==> src/rtl/fetch_queue_if.sv <==
// Instruction-memory request/response bus between fetch_queue (master) and the I-side memory (slave).
interface fetch_queue_if #(
    parameter int XLEN = 32
);
    logic            imem_req_valid;
    logic [XLEN-1:0] imem_req_addr;
    logic            imem_req_ready;
    logic            imem_rsp_valid;
    logic [XLEN-1:0] imem_rsp_data;

    modport master (
        output imem_req_valid, imem_req_addr,
        input  imem_req_ready, imem_rsp_valid, imem_rsp_data
    );

    modport slave (
        input  imem_req_valid, imem_req_addr,
        output imem_req_ready, imem_rsp_valid, imem_rsp_data
    );
endinterface

==> src/rtl/fetch_queue.sv <==
// Fetch queue: issues I-memory requests for PCF, buffers in-order responses in a circular
// queue, presents them to decode, and discards wrong-path fetches on a redirect.
module fetch_queue #(
    parameter int DEPTH = 4,
    parameter int XLEN  = 32
) (
    input  logic            clk,
    input  logic            reset,
    input  logic [XLEN-1:0] PCF,
    input  logic [XLEN-1:0] PCplus4F,
    output logic            stallF,
    fetch_queue_if.master   imem,
    input  logic            flushD,
    input  logic            stallD,
    output logic            validD,
    output logic [XLEN-1:0] InstrD,
    output logic [XLEN-1:0] PCD,
    output logic [XLEN-1:0] PCplus4D
);
    localparam int PW = $clog2(DEPTH);
    localparam int CW = PW + 1;
    // drop can exceed DEPTH when redirects arrive back to back against a slow memory
    localparam int DW = CW + 1;
    localparam logic [XLEN-1:0] NOP  = XLEN'(32'h0000_0013);
    localparam logic [CW-1:0]   FULL = CW'(DEPTH);

    logic [XLEN-1:0]  pc_q    [DEPTH];
    logic [XLEN-1:0]  pc4_q   [DEPTH];
    logic [XLEN-1:0]  instr_q [DEPTH];
    logic [DEPTH-1:0] filled_q, filled_d;
    logic [PW-1:0]    tail_q, tail_d, fill_q, fill_d, head_q, head_d;
    logic [CW-1:0]    used_q, used_d, out_q, out_d;
    logic [DW-1:0]    drop_q, drop_d;

    logic fire, deq, rsp_drop, rsp_inflight, rsp_take;

    assign imem.imem_req_valid = reset & ~flushD & (used_q < FULL);
    assign imem.imem_req_addr  = PCF;
    assign fire                = imem.imem_req_valid & imem.imem_req_ready;
    assign stallF              = ~reset | (~fire & ~flushD);

    assign validD = filled_q[head_q] & (used_q != '0);
    assign deq    = validD & ~stallD & ~flushD;

    // A response is either owed to a flushed request, or fills the oldest unfilled entry.
    assign rsp_drop     = imem.imem_rsp_valid & (drop_q != '0);
    assign rsp_inflight = imem.imem_rsp_valid & (drop_q == '0) & (out_q != '0);
    assign rsp_take     = rsp_inflight & ~flushD;

    // NOTE: every variable gets a default at the top of a combinational block so no path
    // leaves it unassigned, which would otherwise infer a latch.
    always_comb begin
        tail_d   = tail_q;
        fill_d   = fill_q;
        head_d   = head_q;
        used_d   = used_q;
        out_d    = out_q;
        filled_d = filled_q;
        drop_d   = drop_q - DW'(rsp_drop);
        if (flushD) begin
            tail_d   = tail_q;
            fill_d   = tail_q;
            head_d   = tail_q;
            used_d   = '0;
            out_d    = '0;
            filled_d = '0;
            drop_d   = drop_d + DW'(out_q) - DW'(rsp_inflight);
        end else begin
            if (fire) begin
                filled_d[tail_q] = 1'b0;
                tail_d           = tail_q + PW'(1);
            end
            if (rsp_take) begin
                filled_d[fill_q] = 1'b1;
                fill_d           = fill_q + PW'(1);
            end
            if (deq) begin
                filled_d[head_q] = 1'b0;
                head_d           = head_q + PW'(1);
            end
            used_d = used_q + CW'(fire) - CW'(deq);
            out_d  = out_q + CW'(fire) - CW'(rsp_take);
        end
    end

    // NOTE: state registers use non-blocking assignments so every flop samples the
    // pre-edge values, independent of statement order within the block.
    always_ff @(posedge clk or negedge reset) begin
        if (!reset) begin
            tail_q   <= '0;
            fill_q   <= '0;
            head_q   <= '0;
            used_q   <= '0;
            out_q    <= '0;
            drop_q   <= '0;
            filled_q <= '0;
        end else begin
            tail_q   <= tail_d;
            fill_q   <= fill_d;
            head_q   <= head_d;
            used_q   <= used_d;
            out_q    <= out_d;
            drop_q   <= drop_d;
            filled_q <= filled_d;
        end
    end

    // NOTE: the payload array is not reset; the filled bits alone decide whether an
    // entry is visible, so stale payload is never observed.
    always_ff @(posedge clk) begin
        if (fire) begin
            pc_q[tail_q]  <= PCF;
            pc4_q[tail_q] <= PCplus4F;
        end
        if (rsp_take) begin
            instr_q[fill_q] <= imem.imem_rsp_data;
        end
    end

    always_comb begin
        InstrD   = NOP;
        PCD      = '0;
        PCplus4D = '0;
        if (validD) begin
            InstrD   = instr_q[head_q];
            PCD      = pc_q[head_q];
            PCplus4D = pc4_q[head_q];
        end
    end
endmodule

==> src/flat_wrapper.sv <==
// flat-port wrapper written by rule: the top's interface ports become plain ports
module fetch_queue_flat 
#(
    parameter int DEPTH = 4,
    parameter int XLEN  = 32
)
  (clk, reset, PCF, PCplus4F, stallF, flushD, stallD, validD, InstrD, PCD, PCplus4D, imem_imem_req_valid, imem_imem_req_addr, imem_imem_req_ready, imem_imem_rsp_valid, imem_imem_rsp_data);
  fetch_queue_if #(.XLEN(XLEN)) imem_i ();
  input  logic clk;
  input  logic reset;
  input  logic [XLEN-1:0] PCF;
  input  logic [XLEN-1:0] PCplus4F;
  output logic stallF;
  input  logic flushD;
  input  logic stallD;
  output logic validD;
  output logic [XLEN-1:0] InstrD;
  output logic [XLEN-1:0] PCD;
  output logic [XLEN-1:0] PCplus4D;
  output wire logic [$bits(imem_i.imem_req_valid)-1:0] imem_imem_req_valid;
  output wire logic [$bits(imem_i.imem_req_addr)-1:0] imem_imem_req_addr;
  input wire logic [$bits(imem_i.imem_req_ready)-1:0] imem_imem_req_ready;
  input wire logic [$bits(imem_i.imem_rsp_valid)-1:0] imem_imem_rsp_valid;
  input wire logic [$bits(imem_i.imem_rsp_data)-1:0] imem_imem_rsp_data;
  assign imem_imem_req_valid = imem_i.imem_req_valid;
  assign imem_imem_req_addr = imem_i.imem_req_addr;
  assign imem_i.imem_req_ready = imem_imem_req_ready;
  assign imem_i.imem_rsp_valid = imem_imem_rsp_valid;
  assign imem_i.imem_rsp_data = imem_imem_rsp_data;
  fetch_queue #(.DEPTH(DEPTH), .XLEN(XLEN)) u_core (.clk(clk), .reset(reset), .PCF(PCF), .PCplus4F(PCplus4F), .stallF(stallF), .imem(imem_i), .flushD(flushD), .stallD(stallD), .validD(validD), .InstrD(InstrD), .PCD(PCD), .PCplus4D(PCplus4D));
endmodule
==> config.mk <==
export PLATFORM = sky130hd
export DESIGN_NAME = fetch_queue_flat
export DESIGN_NICKNAME = d
export VERILOG_FILES = /design/src/rtl/fetch_queue_if.sv /design/src/rtl/fetch_queue.sv /design/src/flat_wrapper.sv
export SDC_FILE = /design/constraint.sdc
export NUM_CORES = 1
export LEC_CHECK = 0
export CAP_MARGIN = 5
export CORE_MARGIN = 8
export CORE_UTILIZATION = 49
export CTS_CLUSTER_DIAMETER = 50
export DETAILED_ROUTE_END_ITERATION = 8
export PLACE_DENSITY = 0.79
export SLEW_MARGIN = 40
export SYNTH_ARGS = -nofsm -noshare
export SYNTH_HDL_FRONTEND = slang
export SYNTH_SLANG_ARGS = --single-unit
==> constraint.sdc <==
create_clock -name clk -period 2.9 [get_ports clk]
set_clock_uncertainty 0.15 [all_clocks]
set_input_delay 0.435 -clock clk [delete_from_list [all_inputs] [get_ports clk]]
set_output_delay 0.435 -clock clk [all_outputs]
set_load 0.1 [all_outputs]
* Word level (Yosys, flattened, before mapping)
Memories as Yosys holds them, arrays and structs flattened. Cells that the tools add are included.
Cells by class: $add $sub $neg 10, order comparisons 7, mux-type cells 28, bitwise logic cells 21, reductions and logical operators 10
Operators by type and width (number):
- two-way mux 32 bit | 3
- two-way mux 4 bit | 7
- AND 1 bit | 11
- < comparator 2 x 3 -> 1 bit, second input constant | 3
- AND 4 bit | 2
- two-way mux 1 bit | 8
- two-way mux 2 bit | 4
- NOT 4 bit | 2
- subtractor 4 x 1 -> 4 bit | 2
- adder 2 x 1 -> 2 bit, second input constant | 3
- adder 3 x 1 -> 3 bit | 2
- demux 1 bit (select 2 bit) | 3
- greater-or-equal comparator 2 x 1 -> 1 bit, second input constant | 3
- two-way mux 3 bit | 2
- nonzero test 3 bit | 2
- subtractor 3 x 1 -> 3 bit | 2
- adder 4 x 3 -> 4 bit | 1
- logical NOT 4 bit | 1
- NOT 1 bit | 4
- OR 4 bit | 1
- nonzero test 2 bit | 2
- nonzero test 4 bit | 1
- logical AND 1 bit | 3
- < comparator 3 bit, second input constant | 1
- other kinds (3) | 3
Storage, ports and cells: flip-flop bits (word level) 20, RAM bits 384, bits of input ports 102, word-level logic and storage cells 86, memories 3
Memories:
- u_core.instr_q | depth 4, width 32, rd ports 1, clocked after Yosys merged registers in 0, wr ports 1, RTL line fetch_queue.sv:29 | logic [XLEN-1:0] instr_q [DEPTH];
- u_core.pc4_q | depth 4, width 32, rd ports 1, clocked after Yosys merged registers in 0, wr ports 1, RTL line fetch_queue.sv:28 | logic [XLEN-1:0] pc4_q [DEPTH];
- u_core.pc_q | depth 4, width 32, rd ports 1, clocked after Yosys merged registers in 0, wr ports 1, RTL line fetch_queue.sv:27 | logic [XLEN-1:0] pc_q [DEPTH];

* Depth between registers and ports, before layout
word-level depth 14, gate-level depth with buffers 12

* Worst setup path after synthesis
No wires, ideal clock.
path type input -> output, start in flushD, end out imem_imem_req_valid, data arrival time 2858 ps, setup slack -543 ps, stages 2, cells stage by stage clkbuf_1 > nor3b_1
Between the ends: longest elaborated chain between the ends 3
RTL lines:
- start, declared | RTL line flat_wrapper.sv:14 | input logic flushD;
- NOT 1 bit | RTL line fetch_queue.sv:37 | assign imem.imem_req_valid = reset & ~flushD & (used_q < FULL);
- AND 1 bit (2 in series) | RTL line fetch_queue.sv:37
- end, declared | RTL line flat_wrapper.sv:20 | output wire logic [$bits(imem_i.imem_req_valid)-1:0] imem_imem_req_valid;
Every way passes these cells.

* Final worst setup path
start reg u_core.head_q[1], end out InstrD[15]
Between the ends: longest elaborated chain between the ends 4
RTL lines:
- start, declared | RTL line fetch_queue.sv:31 | logic [PW-1:0] tail_q, tail_d, fill_q, fill_d, head_q, head_d;
- start signal, assigned | RTL line fetch_queue.sv:92 | head_q <= '0;
- start signal, assigned | RTL line fetch_queue.sv:100 | head_q <= head_d;
- binary-select mux 1 bit (select 2 bit) | RTL line fetch_queue.sv:42 | assign validD = filled_q[head_q] & (used_q != '0);
- two-way mux 1 bit (not written as such) | RTL line fetch_queue.sv:42
- AND 1 bit | RTL line fetch_queue.sv:42
- two-way mux 32 bit (*) | RTL line fetch_queue.sv:124 | if (validD) begin
- end, declared | RTL line flat_wrapper.sv:17 | output logic [XLEN-1:0] InstrD;
Mark *: on every way between the ends. The rest lies on a longest branch, timed or not. The select of a mux whose other input is x is not followed.

==> flow_summary.ini <==
[synth]
netlist_instances = 797
synth_warnings = 0
syn-num-nets = 926
yosys.area_share.simple_pct = 5.49
yosys.area_share.xor_xnor_pct = 0.592
seq_area_frac_synth_pct = 74.0
syn_area_um2 = 16300
syn_area_per_cell_um2 = 20.4
synth.distinct_cells = 40
synth_compound_area_share_pct = 0.638
synth-seq-cells = 404
synth_top_family_by_area = multiplexers
synth_fa_ha_area_share_pct = 2.22
synth_mux_area_share_pct = 13.8

[drt]
initialDrtViolationCount = 469
viasPerCell = 5.34
via_count = 8173
wl_um = 35300
drc = 0
drtPass1Iterations = 5
ant_nets = 0
wire_per_inst_um = 23.0

[power_and_ir_drop]
switchingPower_mw = 3.73
p_comb_share_pct = 21.3
switching_share_pct = 24.3
internal_power_mw = 11.7
leakage_nw = 7.63
power.density_nw_per_um2 = 694
seqPwrFrac_pct = 44.2
vdd_drop_max_v = 0.000615
p_total_mw = 15.4
power.share.clock_pct = 34.5

[floorplanning]
start_util_pct = 49.9
die_area_um2 = 39300
die_x_um = 198
row_count = 66
io-pin-count = 233
die_h_um = 198
core-area_um2 = 32600

[place]
portBuffers = 232
dpl-instance-area_um2 = 20300
dp_slack_ps = -99.2
place_congestion = 0.756
hpwlAfterDp_um = 22300

[clocking]
cts.path.max_buffers = 3
cts_root_buf = clkbuf_16
postCtsHoldBufs = 0
cts_made_buffers = 43
cts.sinks = 404
cts_tree = built
clk_latency_ps = 530
htreeDepth = 2
cts.clk_slew.worst_paths_ps = 60

[worst_setup_path]
worstSetupStartpointType = register
required_ps = 2320
crit-reg2reg-launch = u_core.drop_q[2]
startpoint = u_core.head_q[1]
path_class = register to output pin
end_kind = output pin
cp.arrival_ps = 2310
path_max_fanout = 23

[worst_hold_path]
min_path_type = input pin to async pin

[global_route]
antenna_found_initial = 1
track_usage_pct = 17.9
grt_pass1_vias = 8826
grt_first_pass_wirelength_um = 53600
grt_max_degree = 58
overflow = 0

[sta]
hold_slack_ps = 141
setup_viol = 0
drv_slew = 0
worst_pin_slew_ps = 463
max_freq_ghz = 0.345
hold_viol = 0
fin_crit_ps = 2900
rsz0062_at_grt = true
finalCritPeriodShare_pct = 99.9
fin_ws_ps = 2.28
slew_headroom_pct = 69.2

[status]
status = finished, final reports clean

[finish]
regArea_um2 = 12000
fillCellCount = 1980
multiInputGateArea_um2 = 4130
area_delta_synth_final_pct = 36.4
final_layout_size_suffix_gt1_share_pct = 39.7
stdcell_area_um2 = 22200
final_nets = 1183

[run]
cap_violations = 0
per-layer routing:
| layer | track usage (%) | vias to the layer above | routed length, µm |
|---|---|---|---|
| met3 | 5.59 | 38 | 2940 |
| li1 | - | 3631 | - |
| met2 | 30.0 | 271 | 18000 |
| met1 | 22.8 | 4231 | 13900 |
| met5 | 0 | - | 13 |
| met4 | 3.71 | 2 | 427 |
synthesized netlist by cell type (all sizes together):
| cell | count | area [µm²] |
|---|---|---|
| nand2 | 7 | 26.3 |
| or2 | 3 | 18.8 |
| inv | 26 | 97.6 |
| a2bb2oi | 4 | 35.0 |
| a311oi | 1 | 8.76 |
| nand3 | 1 | 5.00 |
| and3b | 1 | 8.76 |
| nor4 | 1 | 21.3 |
| nand2b | 2 | 15.0 |
| o21ai | 4 | 20.0 |
| clkbuf | 16 | 60.1 |
| and3 | 9 | 56.3 |
| mux2 | 1 | 11.3 |
| xnor2 | 10 | 87.6 |
| o41ai | 1 | 8.76 |
| nor3 | 4 | 25.0 |
| nor2b | 98 | 613 |
| fa | 3 | 60.1 |
| and2 | 5 | 31.3 |
| ha | 24 | 300 |
| a31oi | 1 | 6.26 |
| a21o | 1 | 7.51 |
| nand3b | 1 | 7.51 |
| xor2 | 1 | 8.76 |
| dfrtp | 20 | 500 |
| nor3b | 1 | 7.51 |
| nor4b | 1 | 23.8 |
| mux4 | 96 | 2160 |
| buf | 52 | 387 |
| nor2 | 9 | 33.8 |
| a21oi | 2 | 10.0 |
| edfxtp | 384 | 11500 |
| mux2i | 6 | 63.8 |
| o31ai | 1 | 7.51 |
kinds of logic after synthesis:
family | after synthesis
flip-flops | 404
AND/OR/NAND/NOR | 143
multiplexers | 103
buffers and inverters | 94
adder cells (fa/ha/maj) | 27
AO/OA/AOI/OAI | 15
XOR/XNOR | 11
stage by stage:
step / setup TNS [ps] / utilization [%] / instances
6_report: 0 / 68.0 / 1531
3_5_place_dp: -146 / 62.1 / 1442
2_1_floorplan: -21990 / - / 797
3_3_place_gp: -30.1 / 62.1 / 1442
4_1_cts: -1180 / 67.4 / 1528
5_1_grt: -3270 / 68.0 / 1529
layout by cell type, fill, tap and decap left out, drive strengths merged, types with 3 or more instances in the layout:
| cell type | n |
|---|---|
| a2bb2oi | 4 |
| and2 | 5 |
| and3 | 9 |
| buf | 177 |
| bufinv | 4 |
| clkbuf | 49 |
| clkdlybuf4s50 | 101 |
| clkinv | 18 |
| clkinvlp | 3 |
| dfrtp | 20 |
| edfxtp | 384 |
| fa | 3 |
| ha | 24 |
| inv | 30 |
| mux2i | 6 |
| mux4 | 96 |
| nand2 | 7 |
| nor2 | 9 |
| nor2b | 98 |
| nor3 | 4 |
| o21ai | 4 |
| or2 | 3 |
| xnor2 | 10 |
worst max-delay path: stages, from the launching register on:
cell      delay [ps]
dfrtp_4          520
mux2i_4          210
mux2i_4          190
nand2b_4         160
buf_16           220
nor2b_1          250
buf_12           210
power groups by stage:
| stage | combinational [mW] | clock, mW | sequential [mW] |
|---|---|---|---|
| CTS | 3.24 | 5.43 | 6.80 |
| global placement | 2.95 | 0 | 6.89 |
| global route | 3.56 | 5.64 | 6.82 |
| detailed placement | 2.99 | 0 | 6.91 |
| floorplan | 2.22 | 0 | 6.87 |
| finish | 3.28 | 5.31 | 6.80 |
layout make-up:
type	instances	area share, %
Timing Repair Buffer	280	17.9
Tap cell	442	2.49
Multi-Input combinational cell	299	18.6
Clock inverter	29	1.21
Antenna cell	2	0.0226
Inverter	26	0.463
Clock buffer	49	5.05
Sequential cell	404	54.3
state kept, by name, indices dropped and copies added, names as in the netlist:
register,count
u_core.pc_q,128
u_core.out_q,3
u_core.instr_q,128
u_core.pc4_q,128
u_core.fill_q,2
u_core.tail_q,2
u_core.drop_q,4
u_core.head_q,2
u_core.filled_q,4
u_core.used_q,3
what timing repair did:
action                                  CTS  global route
pin swaps                                 0             1
gates resized for setup                  54            51
setup buffers                             5             2
cloned                                    3             0
endpoints found under the setup margin   90            89
path summary, 6_finish.rpt:
path | endpoint | slack, ps | cells past startpoint
min in group clk | u_core.pc4_q[0][0] | 390 | 1
max in group asynchronous | u_core.head_q[0] | 2190 | 2
worst max-delay path | InstrD[15] | 2 | 6
worst min register to register | u_core.fill_q[1] | 480 | 2
worst max register to register | u_core.drop_q[3] | 110 | 11
worst min-delay path | u_core.drop_q[3] | 140 | 2
No activity file was read; power rests on OpenSTA's default activity.
